### src/rtl/instr_ctrl_unit.sv
// Fetch/decode/sequencing controller for the ALU datapath: owns the PC, the IR, the carry/borrow flags
// and the IDLE/FETCH/EXEC/MEM/WB/HALTED sequence, one instruction in flight at a time.
module instr_ctrl_unit #(
    parameter logic [15:0] RESET_PC = 16'h0000
) (
    input  logic        clk_pi,
    input  logic        reset_pi,
    output logic        instr_req_po,
    output logic [15:0] pc_po,
    input  logic [15:0] instr_pi,
    input  logic        instr_valid_pi,
    output logic        arith_2op_po,
    output logic        arith_1op_po,
    output logic        addi_po,
    output logic        subi_po,
    output logic        load_or_store_po,
    output logic        stc_cmd_po,
    output logic        stb_cmd_po,
    output logic [2:0]  alu_func_po,
    output logic [5:0]  immediate_po,
    output logic        carry_in_po,
    output logic        borrow_in_po,
    input  logic        carry_out_pi,
    input  logic        borrow_out_pi,
    output logic [2:0]  rd_addr_po,
    output logic [2:0]  rs1_addr_po,
    output logic [2:0]  rs2_addr_po,
    output logic        reg_we_po,
    output logic [1:0]  wb_sel_po,
    output logic        mem_req_po,
    output logic        mem_we_po,
    input  logic        mem_ack_pi,
    input  logic        branch_taken_pi,
    output logic        halted_po
);

    typedef enum logic [2:0] {
        S_IDLE   = 3'd0,
        S_FETCH  = 3'd1,
        S_EXEC   = 3'd2,
        S_MEM    = 3'd3,
        S_WB     = 3'd4,
        S_HALTED = 3'd5
    } state_t;

    state_t      state_q, state_d;
    logic [15:0] pc_q, pc_d;
    logic [15:0] ir_q, ir_d;
    logic        carry_q, carry_d;
    logic        borrow_q, borrow_d;

    logic        instr_req_q, reg_we_q, mem_req_q, mem_we_q, halted_q;
    logic [6:0]  strb_q, strb_d;
    logic [1:0]  wb_sel_q, wb_sel_d;
    logic [2:0]  func_q, rd_q, rs1_q, rs2_q;
    logic [5:0]  imm_q;

    logic [3:0]  op_d;
    logic [11:0] ctl_d;
    logic        dec_a2, dec_a1, dec_movi, dec_addi, dec_subi, dec_ld, dec_st;
    logic        dec_br, dec_j, dec_stc, dec_stb, dec_rst, dec_halt;
    logic        dec_we, dec_flags, active_d;
    logic [15:0] pc_inc, br_off, j_off;

    // Decode always looks at the IR value that will be held next cycle, so the
    // registered strobes line up with the state they belong to.
    assign ir_d  = (state_q == S_FETCH && instr_valid_pi) ? instr_pi : ir_q;
    assign op_d  = ir_d[15:12];
    assign ctl_d = ir_d[11:0];

    assign dec_a2   = (op_d == 4'h1);
    assign dec_a1   = (op_d == 4'h2);
    assign dec_movi = (op_d == 4'h3);
    assign dec_addi = (op_d == 4'h4);
    assign dec_subi = (op_d == 4'h5);
    assign dec_ld   = (op_d == 4'h6);
    assign dec_st   = (op_d == 4'h7);
    assign dec_br   = (op_d >= 4'h8) && (op_d <= 4'hB);
    assign dec_j    = (op_d == 4'hC);
    assign dec_stc  = (op_d == 4'hF) && (ctl_d == 12'h001);
    assign dec_stb  = (op_d == 4'hF) && (ctl_d == 12'h002);
    assign dec_rst  = (op_d == 4'hF) && (ctl_d == 12'hAAA);
    assign dec_halt = (op_d == 4'hF) && (ctl_d == 12'hFFF);

    assign dec_we    = dec_a2 | dec_a1 | dec_addi | dec_subi | dec_ld | dec_movi;
    assign dec_flags = dec_a2 | dec_a1 | dec_addi | dec_subi | dec_stc | dec_stb;
    assign strb_d    = {dec_a2, dec_a1, dec_addi, dec_subi, dec_ld | dec_st, dec_stc, dec_stb};
    assign wb_sel_d  = dec_ld ? 2'b01 : (dec_movi ? 2'b10 : 2'b00);

    assign pc_inc = pc_q + 16'd1;
    assign br_off = {{10{ir_d[5]}}, ir_d[5:0]};
    assign j_off  = {{4{ir_d[11]}}, ir_d[11:0]};

    always_comb begin
        state_d  = state_q;
        pc_d     = pc_q;
        carry_d  = carry_q;
        borrow_d = borrow_q;
        case (state_q)
            S_IDLE:  state_d = S_FETCH;
            S_FETCH: if (instr_valid_pi) state_d = S_EXEC;
            S_EXEC:  state_d = (dec_ld | dec_st) ? S_MEM : S_WB;
            S_MEM:   if (mem_ack_pi) state_d = S_WB;
            S_WB: begin
                state_d = dec_halt ? S_HALTED : S_FETCH;
                pc_d    = pc_inc;
                if (dec_br && branch_taken_pi) pc_d = pc_inc + br_off;
                if (dec_j)                     pc_d = pc_inc + j_off;
                if (dec_flags) begin
                    carry_d  = carry_out_pi;
                    borrow_d = borrow_out_pi;
                end
                if (dec_rst) begin
                    pc_d     = RESET_PC;
                    carry_d  = 1'b0;
                    borrow_d = 1'b0;
                end
            end
            S_HALTED: state_d = S_HALTED;
            default:  state_d = S_IDLE;
        endcase
    end

    assign active_d = (state_d == S_EXEC) || (state_d == S_MEM) || (state_d == S_WB);

    // Outputs are registered from the next state so they are glitch-free and
    // still valid during the very cycle the state is entered.
    always_ff @(posedge clk_pi or posedge reset_pi) begin
        if (reset_pi) begin
            state_q     <= S_IDLE;
            pc_q        <= RESET_PC;
            ir_q        <= 16'h0000;
            carry_q     <= 1'b0;
            borrow_q    <= 1'b0;
            instr_req_q <= 1'b0;
            reg_we_q    <= 1'b0;
            mem_req_q   <= 1'b0;
            mem_we_q    <= 1'b0;
            halted_q    <= 1'b0;
            strb_q      <= 7'd0;
            wb_sel_q    <= 2'b00;
            func_q      <= 3'd0;
            imm_q       <= 6'd0;
            rd_q        <= 3'd0;
            rs1_q       <= 3'd0;
            rs2_q       <= 3'd0;
        end else begin
            state_q     <= state_d;
            pc_q        <= pc_d;
            ir_q        <= ir_d;
            carry_q     <= carry_d;
            borrow_q    <= borrow_d;
            instr_req_q <= (state_d == S_FETCH);
            reg_we_q    <= (state_d == S_WB) && dec_we;
            mem_req_q   <= (state_d == S_MEM);
            mem_we_q    <= (state_d == S_MEM) && dec_st;
            halted_q    <= (state_d == S_HALTED);
            strb_q      <= active_d ? strb_d : 7'd0;
            wb_sel_q    <= active_d ? wb_sel_d : 2'b00;
            func_q      <= active_d ? ir_d[2:0] : 3'd0;
            imm_q       <= active_d ? ir_d[5:0] : 6'd0;
            rd_q        <= active_d ? ir_d[11:9] : 3'd0;
            rs1_q       <= active_d ? ir_d[8:6] : 3'd0;
            rs2_q       <= active_d ? ir_d[5:3] : 3'd0;
        end
    end

    assign instr_req_po     = instr_req_q;
    assign pc_po            = pc_q;
    assign arith_2op_po     = strb_q[6];
    assign arith_1op_po     = strb_q[5];
    assign addi_po          = strb_q[4];
    assign subi_po          = strb_q[3];
    assign load_or_store_po = strb_q[2];
    assign stc_cmd_po       = strb_q[1];
    assign stb_cmd_po       = strb_q[0];
    assign alu_func_po      = func_q;
    assign immediate_po     = imm_q;
    assign carry_in_po      = carry_q;
    assign borrow_in_po     = borrow_q;
    assign rd_addr_po       = rd_q;
    assign rs1_addr_po      = rs1_q;
    assign rs2_addr_po      = rs2_q;
    assign reg_we_po        = reg_we_q;
    assign wb_sel_po        = wb_sel_q;
    assign mem_req_po       = mem_req_q;
    assign mem_we_po        = mem_we_q;
    assign halted_po        = halted_q;

endmodule

### config.mk
export PLATFORM = sky130hd
export DESIGN_NAME = instr_ctrl_unit
export DESIGN_NICKNAME = d
export VERILOG_FILES = /design/src/rtl/instr_ctrl_unit.sv
export SDC_FILE = /design/constraint.sdc
export NUM_CORES = 1
export LEC_CHECK = 0
export ABC_AREA = 1
export CAP_MARGIN = 10
export CORE_ASPECT_RATIO = 0.8
export CORE_MARGIN = 2
export CORE_UTILIZATION = 50
export DETAILED_ROUTE_END_ITERATION = 7
export PLACE_DENSITY = 0.78
export SLEW_MARGIN = 20
export SYNTH_ARGS = -nofsm -noshare
export SYNTH_HDL_FRONTEND = slang
export SYNTH_SLANG_ARGS = --single-unit
### constraint.sdc
create_clock -name clk_pi -period 3.1 [get_ports clk_pi]
set_input_delay 0.62 -clock clk_pi [delete_from_list [all_inputs] [get_ports clk_pi]]
set_output_delay 0.62 -clock clk_pi [all_outputs]
set_load 0.01 [all_outputs]
==> results, run 1 <==
- The run finished with clean final reports.
- By area the synthesized netlist is led by sky130_fd_sc_hd__dfrtp_1 34%, sky130_fd_sc_hd__nand2_1 17%, sky130_fd_sc_hd__inv_1 7.3%.
- The path with the worst hold slack has its endpoint at carry_in_po.
- Of all flip-flops after synthesis, the portion carrying an async set or reset was 100%.
- The die footprint is 0.0100 mm^2.
- In the post-synthesis netlist, the cell with the most instances is sky130_fd_sc_hd__nand2_1.
- Setup violations remaining at the end of the flow were counted as 0.
- The worst setup path is launched from a register.
- The largest net degree at the start of global routing is 64.
- In this run the register-to-register setup slack is 0.1 ns.
- Setup repair after global routing could not meet its margin everywhere.
- In this run, the number of DRC markers left after iteration 0 of detailed routing was 526.
- The netlist area before placement is 0.00462 mm^2.
- Buffers inserted during clock tree synthesis total 9.
- The H-tree depth is 3.
- The share of the Yosys chip area taken by registers is 34.1%.
- The number of warning messages in the yosys log is 0.
- The fraction of final layout cells sized beyond drive strength 1 is 25.8%.
- In this run the horizontal extent of the chip is 112 um.
- The number of inserted diodes is 0.
- The top-level port count is 73.
- The top-area cell type share of the netlist area is 34.1%.
- Of all cell types, the one taking the most synthesized area is sky130_fd_sc_hd__dfrtp_1.
- By startpoint and endpoint, the worst setup path is classified as register to register.
- In this run the tightest slew margin relative to its limit is 48.0%.
- The leading register cell type out of synthesis is sky130_fd_sc_hd__dfrtp_1.
- In this run, synthesis produced a sequential element count of 63.
- TritonCTS built the clock tree.
- The final count of pins violating max slew was 0.
- The standby leakage power is 3.48 nW.
- The placed wire-length estimate is 12,400 um.
- The count of vias placed by the detailed router is 5,381.
- The tree is rooted in a sky130_fd_sc_hd__clkbuf_16.
- The net switching power of the design is 4.46 mW.
- The hold path depth is 2.
- At the end of routability-driven placement, the weighted congestion stood at 1.09.
- In this run the remaining antenna-violating nets after routing total 0.
- The type of the tightest min-delay check is register to register.
- The global-route wire length before repair is 25,900 um.
- After detailed routing, the average wire length per cell comes to 17.3 um.
- From synthesis to final layout, the design area changed by 50.1%.
- The critical path data required time is 3.32 ns.
- Clock tree synthesis found a total of 63 sinks.
- The first-pass iteration count of the detailed router is 5.
- In this run the core area contains 31 standard-cell rows.
- The count of buffers from port buffering is 72.
- The pin slew with the least headroom to its limit is 0.779 ns.
- The number of antenna violations at the first check in global routing is 0.
- The startpoint identified for the worst hold timing path is carry_in_po.
- The maximum operating frequency is 0.333 GHz.
- The setup clock skew after layout is 0.00891 ns.
- The clock passes through at most 2 buffers.
- Clock latency on the worst-skew pair, taken at its later pin, is 0.33 ns.
- The synthesized netlist contains 39 unique library cells.
- Internal power comes to 5.03 mW.
- The worst-case vdd ir drop is 781 uV.
- Fill cells in the final layout number 660.
- The endpoint type of the worst setup path is a register.
- The average via count per standard cell is 5.51.
- The initial utilization of the core area, before any placement, comes to 51.2%.
- The count of flip-flops with a built-in enable after synthesis is 0.
- Each instance of the synthesized netlist takes up on average 6.86 um^2.
- The destination of the worst register-to-register timing path is pc_po[15].
- Wires add up to 16,900 um.
- Summing internal, switching and leakage power gives 9.48 mW.
- The fraction of power consumed by sequential logic is 14.0%.
- The clock slew seen by the registers of the worst setup and hold paths is 0.06 ns.
- In the synthesized netlist, the number of instances is 674.
- After global routing the overflow that remains totals 0.
- By count the netlist is led by 205 x sky130_fd_sc_hd__nand2_1, 90 x sky130_fd_sc_hd__inv_1, 63 x sky130_fd_sc_hd__dfrtp_1.
- Cells fill 76.8% of the core in the end.
- The critical path arrival is 3.22 ns.
- The via count of the first global-routing pass is 5,110.
- The region available for standard cell placement spans 0.00904 mm^2.
- In this run the vertical extent of the chip is 90.0 um.
- For the finished layout, the period the worst path requires is 3.00 ns.
- The total global routing track utilization is 32.4%.
- For this design the ratio of total power to cell area is 1370 mW/mm^2.
- In this run the critical register-to-register path is launched from pc_po[1].
- The net count after synthesis is 723.
- The largest fanout on the critical path is 6.
- The combinational share of power is 75.4%.
- Max-cap violations in this run came to 0.
- Dividing the final minimum period by the clock period gives 96.8%.
- The final count of hold timing violations came to 0.
- The switching fraction of total power is 47.0%.
- Of the total power, the clock network draws 10.6%.
- The final layout contains 906 nets.
- The depth of the worst register-to-register path is 19.
- The number of remaining DRC errors is 0.
final cells by class:
| type | instances | area (um^2) | share of cell area (%) |
|---|---|---|---|
| clock buffers | 13 | 250 | 3.60 |
| clock inverters | 3 | 42.5 | 0.613 |
| inverters | 94 | 355 | 5.12 |
| multi-input cells | 501 | 2960 | 42.6 |
| flip-flops and latches | 63 | 1580 | 22.7 |
| well taps | 115 | 144 | 2.07 |
| repair buffers | 188 | 1610 | 23.3 |
worst max path at each step:
stage | cells after the start | end | slack, ns | startpoint
global placement | 22 | pc_po[12] | -0.41 | instr_valid_pi
finish | 19 | pc_po[15] | 0.1 | pc_po[1]
floorplan | 16 | pc_po[14] | 0.17 | instr_valid_pi
detailed placement | 22 | pc_po[12] | -0.47 | instr_valid_pi
CTS | 18 | pc_po[11] | 0.003 | instr_valid_pi
global route | 19 | pc_po[15] | -0.06 | pc_po[1]
flip-flops by register name (all words and copies together), names as in the netlist, 2 cells and up:
name / cells
immediate_po: 6
pc_po: 16
state_q: 3
ir_q: 16
wb_sel_po: 2
rd_addr_po: 3
strb_q: 7
rs1_addr_po: 3
critical path, stage by stage (launching register included):
cell and delay (ns):
sky130_fd_sc_hd__dfrtp_1 0.37, sky130_fd_sc_hd__buf_4 0.13, sky130_fd_sc_hd__nand3_1 0.14, sky130_fd_sc_hd__nor3_1 0.17, sky130_fd_sc_hd__buf_4 0.20, sky130_fd_sc_hd__nand2_1 0.11, sky130_fd_sc_hd__nor2_1 0.20, sky130_fd_sc_hd__xor2_2 0.09
sky130_fd_sc_hd__buf_4 0.17, sky130_fd_sc_hd__ha_4 0.28, sky130_fd_sc_hd__inv_1 0.06, sky130_fd_sc_hd__nor3_2 0.24, sky130_fd_sc_hd__and2_1 0.18, sky130_fd_sc_hd__nand2_2 0.08, sky130_fd_sc_hd__nand3_1 0.11, sky130_fd_sc_hd__nand3_1 0.08
sky130_fd_sc_hd__nand2_1 0.06, sky130_fd_sc_hd__nand3_1 0.07, sky130_fd_sc_hd__nand3_1 0.09, sky130_fd_sc_hd__nand2_1 0.05
per-stage QoR:
stage	TNS, ns	setup WS (ns)	instances	cell area [um^2]	hold WS [ns]
finish	0	0.0997	977	6940	0.490
global route	-0.163	-0.0635	977	6940	0.521
CTS	0	0.00326	971	6540	0.489
detailed placement	-3.94	-0.472	952	6180	0.460
global placement	-3.22	-0.411	952	6180	0.454
floorplan	0	0.172	674	4620	0.483
logic make-up after synthesis:
kind of cell | after synthesis | synth area share, %
buffers and inverters | 110 | 10.2
adder cells (fa/ha/maj) | 26 | 7.20
XOR/XNOR | 20 | 3.79
flip-flops | 63 | 34.1
AND/OR/NAND/NOR | 379 | 35.4
AO/OA/AOI/OAI | 76 | 9.31
placed cells by master (no fill, tap or decap), types with 9 or more instances in the layout:
master / netlist / layout
sky130_fd_sc_hd__nor3_1: 14 / 11
sky130_fd_sc_hd__a21oi_1: 26 / 18
sky130_fd_sc_hd__inv_1: 90 / 81
sky130_fd_sc_hd__clkdlybuf4s50_1: 0 / 71
sky130_fd_sc_hd__nor2_1: 62 / 57
sky130_fd_sc_hd__nand3_1: 62 / 59
sky130_fd_sc_hd__ha_4: 0 / 15
sky130_fd_sc_hd__nand2_2: 7 / 19
sky130_fd_sc_hd__clkbuf_16: 0 / 9
sky130_fd_sc_hd__nand4_1: 11 / 11
sky130_fd_sc_hd__dfrtp_1: 63 / 63
sky130_fd_sc_hd__o21ai_0: 30 / 19
sky130_fd_sc_hd__nand2_1: 205 / 191
sky130_fd_sc_hd__buf_4: 9 / 113
sky130_fd_sc_hd__xor2_1: 13 / 12
sky130_fd_sc_hd__inv_2: 2 / 10
per-layer routing:
| layer | up-vias | global-route usage (%) | part of all wire (%) |
|---|---|---|---|
| met5 | - | 0 | 0 |
| met4 | 0 | 8.64 | 2.4 |
| met3 | 40 | 5.73 | 8.4 |
| met1 | 2532 | 46.9 | 44 |
| li1 | 2528 | - | - |
| met2 | 281 | 50.5 | 46 |
power by group through the flow:
stage                     clock network, mW  logic, mW  registers [mW]
after floorplan                           0       3.16            1.39
after global placement                    0       5.97            1.31
after detailed placement                  0       6.08            1.32
after CTS                              1.01       6.23            1.31
after global routing                   1.04       7.74            1.35
final                                  1.00       7.15            1.33
what timing repair did:
action | in CTS | in global routing
resized for setup | 14 | 78
setup buffers | 3 | 6
endpoints found under the setup margin | 8 | 12
cloned | 0 | 0
hold buffers | 0 | 0
pin swaps | 0 | 16
Power figures use the tool's default switching activity.
==> inputs of run 2 (changes only) <==
MAX_ROUTING_LAYER = met4   (was not set)
SLEW_MARGIN = not set   (was 20)
==> results, run 2 (synthesis results as in run 1) <==
- The tool flagged a number of max-cap violations equal to 0.
- Of all nets on the critical path, the largest fanout is 3.
- The horizontal extent of the die is 112 um.
- Summed over all layers, the global routing overflow is 0.
- The TritonCTS clock tree is done.
- The most used cell along the critical path is sky130_fd_sc_hd__nand2_1.
- Among all stages on the critical path, the largest delay is contributed by sky130_fd_sc_hd__dfrtp_1.
- The launch instance of the worst min-delay path is borrow_in_po.
- The min-delay analysis places its worst path in the category register to register.
- The worst-case setup slack after placement is -0.449 ns.
- Headroom to the max-slew limit came out at 61.9%.
- The final count of pins violating max slew is 0.
- Counting tap cells, the placed design contains a total of 962 instances.
- The via count of the first global-routing pass was 5,143.
- The maximum count of clock buffers along a single path is 2.
- Clock-pin slew was measured on the worst setup and hold paths at 0.05 ns.
- The critical path goes through ha_2 -> nand2_1 -> nor2_2 -> nand2_2 -> nor2_4 -> nand3_2 -> o21ai_2 -> o21ai_4 -> inv_2 -> ha_4 -> nand2_1 -> buf_4 -> inv_1 -> nand2_1 -> nor2_1 -> nor3_2 -> nand2_1 -> nand2_1 -> nand3_1 -> nand2_1 -> nand3_1 -> nand2_1.
- The net count of the finished layout is 919.
- The global-route wire length before repair is 25,700 um.
- Setup repair after global routing could not meet its margin everywhere.
- For hold timing, the worst endpoint is borrow_in_po.
- In this run the core area contains 31 standard-cell rows.
- The top-level port count is 73.
- CTS built an H-tree with a depth of 3.
- Based on the critical path, the design can be clocked at up to 0.334 GHz.
- The tightest hold path in the finished design has a slack of 0.471 ns.
- The first-pass iteration count of the detailed router is 5.
- The highest cell delay on the worst timing path is 0.36 ns.
- The number of inserted diodes is 0.
- The worst setup path is captured at a register.
- The pin slew with the least headroom to its limit is 0.570 ns.
- IR analysis of the VDD net gives a maximum drop of 896 uV.
- STA classifies the critical path startpoint as a register.
- Cells with a size suffix above 1 make up 30.2% of the layout.
- The clock latency on the worst-skew pair is 0.33 ns.
- The placed cell area is 0.00626 mm^2.
- In the routed layout, each cell is associated on average with a via count of 5.53.
- After the first detailed-routing iteration, the DRC count stood at 475.
- The total global routing track utilization is 33.2%.
- In this run the critical register-to-register path is launched from pc_po[0].
- The depth of the worst register-to-register path is 22.
- Detailed placement finished with a half-perimeter wire length of 12,600 um.
- The hold path depth is 2.
- Entering global routing, the biggest net connects 23 pins.
- The most common cell after layout, fill and taps aside is sky130_fd_sc_hd__nand2_1.
- The placeable core region is 0.00904 mm^2.
- For this design the ratio of total power to cell area is 1360 mW/mm^2.
- The effective utilization at floorplan is 51.2%.
- Relative to the synthesized area, the layout overhead comes to 55.5%.
- The routed wire length is 17,200 um.
- For the worst setup path, the data arrival time is 3.27 ns.
- The destination of the worst register-to-register timing path is pc_po[13].
- Summed over all cells, the static leakage comes to 3.56 nW.
- The final weighted congestion of routability-driven global placement is 1.04.
- The count of buffers from port buffering is 72.
- The detailed router placed 5,462 vias in this run.
- At the worst endpoint, the required time is 3.37 ns.
- The number of antenna violations at the first check in global routing is 0.
- Counting I/O delays and the setup requirement, the final critical path takes 3.00 ns.
- The post-layout instance count excluding filler cells is 988.
- The number of clock sinks seen by CTS is 63.
- The final count of hold timing violations was 0.
- The internal reg-to-reg setup slack is 0.10 ns.
- In this run, post-CTS hold repair placed 0 buffers.
- The count of nets left with antenna violations once routing finished came out at 0.
- Setup violations remaining at the end of the flow were counted as 0.
- Leaving out fill and tap cells, the most frequent cells in the layout are 186 x sky130_fd_sc_hd__nand2_1, 125 x sky130_fd_sc_hd__buf_4, 78 x sky130_fd_sc_hd__inv_1, 71 x sky130_fd_sc_hd__clkdlybuf4s50_1, 62 x sky130_fd_sc_hd__dfrtp_1.
- The worst setup path is of the register to register kind.
- The cell chosen for the clock root is sky130_fd_sc_hd__clkbuf_16.
- Setup slack on the critical path of the routed design comes to 0.102 ns.
- The floorplan step defined a die boundary enclosing 0.0100 mm^2.
- The die height is 90.0 um.
- The final critical-path share of the clock period is 96.7%.
- After routing the design area is 0.00719 mm^2.
- Clock tree synthesis inserted a total of 9 buffers.
- The number of remaining DRC errors is 0.
- The setup clock skew after layout is 0.00644 ns.
- The flow ran to the end, and the final reports show no timing, DRC or antenna violations.
- Dividing the detail-routed wire length by the instance count gives 17.4 um.
==> run 2: cell types whose count changed in the layout (fill, tap and decap cells not counted), moves of 4 or more <==
cell                      previous run  this run
sky130_fd_sc_hd__buf_4             113       125
sky130_fd_sc_hd__ha_1                8         4
sky130_fd_sc_hd__nand2_1           191       186
sky130_fd_sc_hd__nand3_1            59        54
sky130_fd_sc_hd__nand3_2             4         9
sky130_fd_sc_hd__nor2_1             57        53
==> run 2: routing by layer <==
metal  GRT usage [%]  share of wire, %  routed length, um  vias up
li1                -                 -                  -     2548
met1            47.8                44               7640     2584
met2            48.1                44               7580      295
met3            8.02               9.6               1650       35
met4            6.58               2.1                360        0
met5               -                 0                  0        -
==> run 2: layout make-up <==
class	instances	area, um^2
clock buffer	11	243
inverter	94	358
clock inverter	3	45.0
fill	610	1850
multi-input combinational	501	3100
tap	115	144
timing repair buffer	201	1720
sequential	63	1580
==> run 2: timing repair <==
| item | in CTS | in global routing |
|---|---|---|
| pin swaps | 0 | 23 |
| buffers inserted | 6 | 7 |
| gates resized for setup | 12 | 115 |
| cloned | 0 | 0 |
| endpoints found under the setup margin | 9 | 11 |
| endpoints found under the hold margin | 0 | 0 |
==> run 2: through the flow <==
stage | power, mW | utilization (%) | TNS (ns)
floorplan | 4.55 | - | 0
global placement | 7.39 | 69.3 | -4.79
detailed placement | 7.48 | 69.3 | -6.69
CTS | 8.61 | 73.3 | -0.00570
global route | 10.4 | 79.5 | -0.336
finish | 9.79 | 79.5 | 0
==> run 2: critical path, delay by kind of cell (launching register included) <==
kind                     cells  cell delay [ns]
adder cells (fa/ha/maj)      2             0.40
flip-flops                   1             0.36
AND/OR/NAND/NOR             15             1.64
buffers and inverters        3             0.29
AO/OA/AOI/OAI                2             0.27
==> run 2: worst max-delay path by stage <==
stage / cells past startpoint / slack, ns / to / from
floorplan: 16 / 0.17 / pc_po[14] / instr_valid_pi
global placement: 22 / -0.41 / pc_po[12] / instr_valid_pi
detailed placement: 21 / -0.45 / pc_po[14] / instr_valid_pi
CTS: 22 / -0.006 / pc_po[12] / instr_valid_pi
global route: 19 / -0.11 / pc_po[13] / pc_po[0]
finish: 22 / 0.10 / pc_po[13] / pc_po[0]
==> run 2: where the power goes <==
| group | internal (mW) | leakage [nW] | switching, mW |
|---|---|---|---|
| combinational | 3.42 | 2.62 | 4.05 |
| clock | 0.634 | 0.134 | 0.350 |
| sequential | 1.13 | 0.806 | 0.203 |
==> inputs of run 3 (changes only) <==
HOLD_SLACK_MARGIN = 0.06   (was not set)
==> results of run 3 <==
Final layout, timing and power as in run 2 (identical DEF).
==> variant 1: new RTL, settings of run 1 <==
Re-encode `state_t` (6 states) as one-hot, 6 bits wide.
--- a/src/rtl/instr_ctrl_unit.sv
+++ b/src/rtl/instr_ctrl_unit.sv
@@ -34,13 +34,13 @@
     output logic        halted_po
 );
 
-    typedef enum logic [2:0] {
-        S_IDLE   = 3'd0,
-        S_FETCH  = 3'd1,
-        S_EXEC   = 3'd2,
-        S_MEM    = 3'd3,
-        S_WB     = 3'd4,
-        S_HALTED = 3'd5
+    typedef enum logic [5:0] {
+        S_IDLE   = 6'b000001,
+        S_FETCH  = 6'b000010,
+        S_EXEC   = 6'b000100,
+        S_MEM    = 6'b001000,
+        S_WB     = 6'b010000,
+        S_HALTED = 6'b100000
     } state_t;
 
     state_t      state_q, state_d;
Behaviour: same outputs for any inputs over 10 cycles, from zero or initial values and one cycle with reset_pi high; not proved beyond that.
==> variant 1 against run 1 <==
  * First-iteration DRC count down 36%
  * Die area up 1.7%
  * Hold slack worse by 0.011 ns
  * Worst setup slack worse by 0.013 ns
  * Wire length down 13%
  * Highest routed layer unchanged
  * Maximum frequency down 0.42%
  * Critical path depth unchanged
  * Final area down 3.7%
  * Largest cell class unchanged
  * Sequential cell count up 3
  * Area after synthesis up 1.8%
Power is not shown: default switching activity piles up to over one toggle a cycle in this logic, so the estimate is an artifact.
==> variant 1: results (changes against run 1) <==
.. list-table::
   :header-rows: 1

   * - Metric
     - Value
   * - Status
     - finished clean
   * - Ys Warns
     - 0 (unchanged)
   * - CP Data Arrival Time
     - 3.23 ns (about the same)
   * - Final Net Count
     - 856 (-5.5%)
   * - Final weighted congestion of routability-driven global placement
     - 1.00 (-7.8%)
   * - Leading post-synthesis cells by instance count
     - nand2_1 (156), inv_1 (97), nor2_1 (72)
   * - Most frequently used flop master after synthesis
     - dfrtp_1
   * - Post-synth EDFFs
     - 0 (unchanged)
   * - Fill count
     - 683 (+3.5%)
   * - Post-DP HPWL
     - 11.2 mm (-9.3%)
   * - Hold/Removal Path Class
     - reg -> reg
   * - Part of the Yosys area used for sequential elements
     - 0.351 (+0.0103)
   * - IO buf count
     - 72 (unchanged)
   * - Max Root-Sink Buffers
     - 2 (unchanged)
   * - Layout cell share with drive strength beyond 1
     - 0.227 (-0.0309)
   * - Vias in the first global route
     - 4,816 (-5.8%)
   * - Antenna fix cells
     - 0 (unchanged)
   * - Largest cells by area after synthesis
     - dfrtp_1 (35%), nand2_1 (12%), inv_1 (7.7%)
   * - Wire length of the first global-routing pass
     - 23.6 mm (-8.8%)
   * - Clock latency of the later-clocked register in the worst-skew pair
     - 0.34 ns
   * - Post-synth net total
     - 707 (-2.2%)
   * - Maximum fanout along the worst path
     - 4 (-2)
   * - Post-Route Skew
     - 0.00730 ns (-0.00161 ns)
   * - Maximum number of pins on one net before global-route repair
     - 41 (-36%)
   * - First-pass iteration count of the detailed router
     - 5 (unchanged)
   * - Count of hold-fix buffers inserted at cts
     - 0 (unchanged)
   * - Number of buffers created by CTS
     - 9 (unchanged)
   * - Max stage delay on crit path
     - 0.43 ns (+0.06 ns)
   * - Number of vias per cell
     - 5.39 (-2.2%)
   * - Clock tree root buffer cell
     - clkbuf_16
   * - Relative max-transition margin
     - 0.614 (+0.133)
   * - Cell with the biggest individual delay on the critical path
     - dfrtp_1
   * - Number of antenna violations at the first check in global routing
     - 0 (unchanged)
   * - Clock transition at the registers of the reported paths
     - 0.06 ns (about the same)
   * - Overall fraction of global-route tracks in use
     - 0.289 (-0.0354)
   * - Number of DRC markers in iteration 0
     - 336 (-36%)
   * - Number of distinct library cells after synthesis
     - 41 (+5.1%)
   * - Total wire length
     - 14.7 mm (-13%)
   * - H-tree depth
     - 3 (unchanged)
   * - Proportion of register bits with asynchronous set or reset after synthesis
     - 1.00 (unchanged)
[variant 1: repair_timing]
item | in CTS | in global routing
pin swaps | 1 | 6
cloned | 0 | 0
hold endpoints to repair | 0 | 0
gates resized for setup | 4 | 53
setup buffers | 0 | 7
setup endpoints to repair | 5 | 10
[variant 1: metrics by stage]
step	TNS [ns]	setup WS [ns]	cells	instance area [um^2]
after floorplan	0	0.215	658	4700
after global placement	-2.48	-0.387	904	6050
after detailed placement	-3.39	-0.422	904	6050
after CTS	0	0.0478	920	6400
after global routing	-0.445	-0.120	927	6680
final	0	0.0869	927	6680
[variant 1: final timing paths]
| path | slack (ns) | depth (start not counted) | endpoint | from |
|---|---|---|---|---|
| max | 0.09 | 19 | pc_po[15]$_DFFE_PP0P_ | pc_po[0]$_DFFE_PP0P_ |
| min | 0.48 | 2 | borrow_in_po$_DFFE_PP0P_ | borrow_in_po$_DFFE_PP0P_ |
| max reg2reg | 0.09 | 19 | pc_po[15]$_DFFE_PP0P_ | pc_po[0]$_DFFE_PP0P_ |
| min reg2reg | 0.48 | 2 | borrow_in_po$_DFFE_PP0P_ | borrow_in_po$_DFFE_PP0P_ |
| max in group asynchronous | 1.75 | 3 | state_q[0]$_DFF_PP1_ | reset_pi |
| min in group asynchronous | 0.67 | 2 | rs1_addr_po[2]$_DFF_PP0_ | reset_pi |
[variant 1: cells by family (layout without fill, tap and decap cells)]
group,Yosys count,count (layout),share of synthesized area
DFF,66,66,0.351
adders and majority gates,26,26,0.0707
AOI/OAI and AO/OA,110,110,0.135
xor gates and xnor gates,18,18,0.0335
buffers and inverters,120,274,0.109
and+or+nand+nor,318,318,0.301
[variant 1: worst max-delay path, delay by kind of cell (launching register included)]
kind	cells	cell delay [ns]
simple gates	9	0.94
compound gates	5	0.71
flops	1	0.43
xor+xnor	1	0.13
fa+ha+maj	2	0.46
buf+inv	2	0.22
[variant 1: final cells by class]
type | instances | area share
well taps | 115 | 0.0215
clock buffers | 9 | 0.0337
repair buffers | 156 | 0.208
clock inverters | 7 | 0.0152
multi-input cells | 472 | 0.417
flip-flops and latches | 66 | 0.247
inverters | 102 | 0.0573
[variant 1: routing by layer]
layer  up-vias  GRT usage  share of wire
met5         -          0              0
met4         0     0.0722          0.019
met3        32     0.0893          0.095
met2       249      0.424           0.43
met1      2280      0.416           0.46
li1       2432          -              -
==> variant 2: new RTL, config.mk and constraints of run 1 <==
Without the edit above. `ir_q` and `imm_q` no longer have a reset.
--- a/src/rtl/instr_ctrl_unit.sv
+++ b/src/rtl/instr_ctrl_unit.sv
@@ -129,7 +129,6 @@
         if (reset_pi) begin
             state_q     <= S_IDLE;
             pc_q        <= RESET_PC;
-            ir_q        <= 16'h0000;
             carry_q     <= 1'b0;
             borrow_q    <= 1'b0;
             instr_req_q <= 1'b0;
@@ -140,14 +139,12 @@
             strb_q      <= 7'd0;
             wb_sel_q    <= 2'b00;
             func_q      <= 3'd0;
-            imm_q       <= 6'd0;
             rd_q        <= 3'd0;
             rs1_q       <= 3'd0;
             rs2_q       <= 3'd0;
         end else begin
             state_q     <= state_d;
             pc_q        <= pc_d;
-            ir_q        <= ir_d;
             carry_q     <= carry_d;
             borrow_q    <= borrow_d;
             instr_req_q <= (state_d == S_FETCH);
@@ -158,11 +155,15 @@
             strb_q      <= active_d ? strb_d : 7'd0;
             wb_sel_q    <= active_d ? wb_sel_d : 2'b00;
             func_q      <= active_d ? ir_d[2:0] : 3'd0;
-            imm_q       <= active_d ? ir_d[5:0] : 6'd0;
             rd_q        <= active_d ? ir_d[11:9] : 3'd0;
             rs1_q       <= active_d ? ir_d[8:6] : 3'd0;
             rs2_q       <= active_d ? ir_d[5:3] : 3'd0;
         end
+    end
+
+    always_ff @(posedge clk_pi) begin
+        ir_q  <= ir_d;
+        imm_q <= active_d ? ir_d[5:0] : 6'd0;
     end
 
     assign instr_req_po     = instr_req_q;
Check against the original RTL: differs if reset_pi is asserted again (counterexample within 4 cycles, from zero or initial values and one cycle with reset_pi high); with reset_pi held inactive, the same outputs for 10 cycles.
==> variant 2 against run 1 <==
  * The flow now finishes with violations (DRC)
  * Area after synthesis rose by 3.1%
  * Wire length rose by 0.91%
  * Non-clock buffer count fell by 11
  * Cell count rose by 0.61%
  * Via count rose by 0.97%
  * Synthesized cell count rose by 1.5%
  * Final area rose by 1.6%
  * Worst setup slack got worse by 0.025 ns
  * Clock skew fell by 0.0033 ns
  * Sequential cell count rose by 6
  * Critical path type unchanged
  * Critical endpoint is now pc_po[13]$_DFFE_PP0P_
Power is left out: it rests on default switching activity, and per cell area and clock period it moved more than threefold.
==> variant 2: results (changes against run 1) <==
.. list-table::
   :header-rows: 1

   * - Metric
     - Value
   * - Final Net Count
     - 912 (+0.66%)
   * - Number of vias per cell
     - 5.53 (+0.35%)
   * - Maximum fanout along the worst path
     - 5 (-1)
   * - Number of distinct library cells after synthesis
     - 42 (+7.7%)
   * - Number of DRC markers in iteration 0
     - 617 (+17%)
   * - Max Root-Sink Buffers
     - 2 (unchanged)
   * - Post-synth net total
     - 733 (+1.4%)
   * - First-pass iteration count of the detailed router
     - 8 (+3)
   * - Leading post-synthesis cells by instance count
     - nand2_1 (192), inv_1 (86), nand3_1 (73)
   * - Drt wl/cell
     - 17.4 um (+0.29%)
   * - Maximum number of pins on one net before global-route repair
     - 48 (-25%)
   * - Max stage delay on crit path
     - 0.42 ns (+0.05 ns)
   * - Proportion of register bits with asynchronous set or reset after synthesis
     - 0.681 (-0.319)
   * - Hold_sp
     - borrow_in_po$_DFFE_PP0P_
   * - Residual DRC count
     - 5 (+5)
   * - IO buf count
     - 72 (unchanged)
   * - Area of placed instances
     - 0.00634 mm^2 (+2.5%)
   * - Part of the Yosys area used for sequential elements
     - 0.339 (-0.00189)
   * - Largest cells by area after synthesis
     - dfrtp_1 (25%), nand2_1 (15%), dfxtp_1 (9.2%)
   * - CP Data Arrival Time
     - 3.31 ns (+0.09 ns)
   * - Layout cell share with drive strength beyond 1
     - 0.262 (+0.00398)
   * - Start of the worst register-to-register path
     - pc_po[0]$_DFFE_PP0P_
   * - Vias in the first global route
     - 5,184 (+1.4%)
   * - Failing checks
     - DRC
   * - Wire length of the first global-routing pass
     - 26.7 mm (+3.3%)
   * - Post-Route Skew
     - 0.00564 ns (-0.00327 ns)
   * - Post-DP HPWL
     - 12.8 mm (+3.8%)
   * - Status
     - finished, violations left
   * - Transition time at the pin with the least slew margin
     - 0.851 ns (+0.0718 ns)
   * - Overall fraction of global-route tracks in use
     - 0.331 (+0.00680)
   * - Final weighted congestion of routability-driven global placement
     - 0.995 (-8.5%)
   * - Design area
     - 0.00705 mm^2 (+1.6%)
-- variant 2: cell types whose count changed after synthesis, sizes merged, moves of 3 or more --
cell / change
dfxtp: +22
o21ai: -7
a21oi: +6
a31oi: -3
nand3: +12
nor2: +7
dfrtp: -16
nor3: -4
nand2: -3
buf: -8
-- variant 2: per-stage QoR --
stage                     setup TNS [ns]  cells
after global placement             -2.13    961
after floorplan                        0    684
after CTS                              0    977
after global routing              -0.247    983
after detailed placement           -2.61    961
final                                  0    983
-- variant 2: worst paths after layout --
path | endpoint | depth (start not counted) | slack, ns
max reg2reg | pc_po[13]$_DFFE_PP0P_ | 18 | 0.07
min reg2reg | borrow_in_po$_DFFE_PP0P_ | 2 | 0.48
min in group asynchronous | strb_q[1]$_DFF_PP0_ | 2 | 0.78
max in group asynchronous | pc_po[14]$_DFFE_PP0P_ | 2 | 1.82
max | pc_po[13]$_DFFE_PP0P_ | 18 | 0.07
min | borrow_in_po$_DFFE_PP0P_ | 2 | 0.48
-- variant 2: worst register-to-register path, cell delays in order (launching register included) --
cell,delay (ns)
dfrtp_1,0.40
buf_4,0.14
nand3_1,0.11
nor2_2,0.16
nand2_1,0.11
nor2_2,0.11
buf_4,0.12
xnor2_1,0.10
inv_1,0.17
ha_1,0.43
nand2_1,0.12
nor2_2,0.18
nand3_1,0.08
or2_2,0.34
nand2_1,0.10
nand2_1,0.05
nand3_1,0.06
nand4_1,0.10
nand2_1,0.09
-- variant 2: final cells by class --
type / count / area [um^2] / area share
inverters: 92 / 354 / 0.0502
repair buffers: 177 / 1540 / 0.218
flip-flops and latches: 69 / 1620 / 0.229
clock inverters: 7 / 62.6 / 0.00887
well taps: 115 / 144 / 0.0204
multi-input cells: 514 / 3110 / 0.441
clock buffers: 9 / 225 / 0.0319
-- variant 2: cell families after synthesis --
| logic type | count (synthesis) | share of synthesized area |
|---|---|---|
| and+or+nand+nor | 392 | 0.377 |
| adders and majority gates | 26 | 0.0698 |
| AOI/OAI and AO/OA | 76 | 0.0895 |
| DFF | 69 | 0.339 |
| xor gates and xnor gates | 20 | 0.0367 |
| buffers and inverters | 101 | 0.0874 |
-- variant 2: routing by layer --
layer  vias to the layer above  routed length (um)  track usage
li1                       2557                   -            -
met2                       287                7170        0.481
met4                         0                 223       0.0783
met3                        21                1860       0.0895
met5                         -                   0            0
met1                      2568                7810        0.489
-- variant 2: repair_timing --
item	in CTS	in global routing
setup endpoints to repair	2	11
endpoints found under the hold margin	0	0
setup buffers	0	6
pin swaps	0	25
resized for setup	3	76
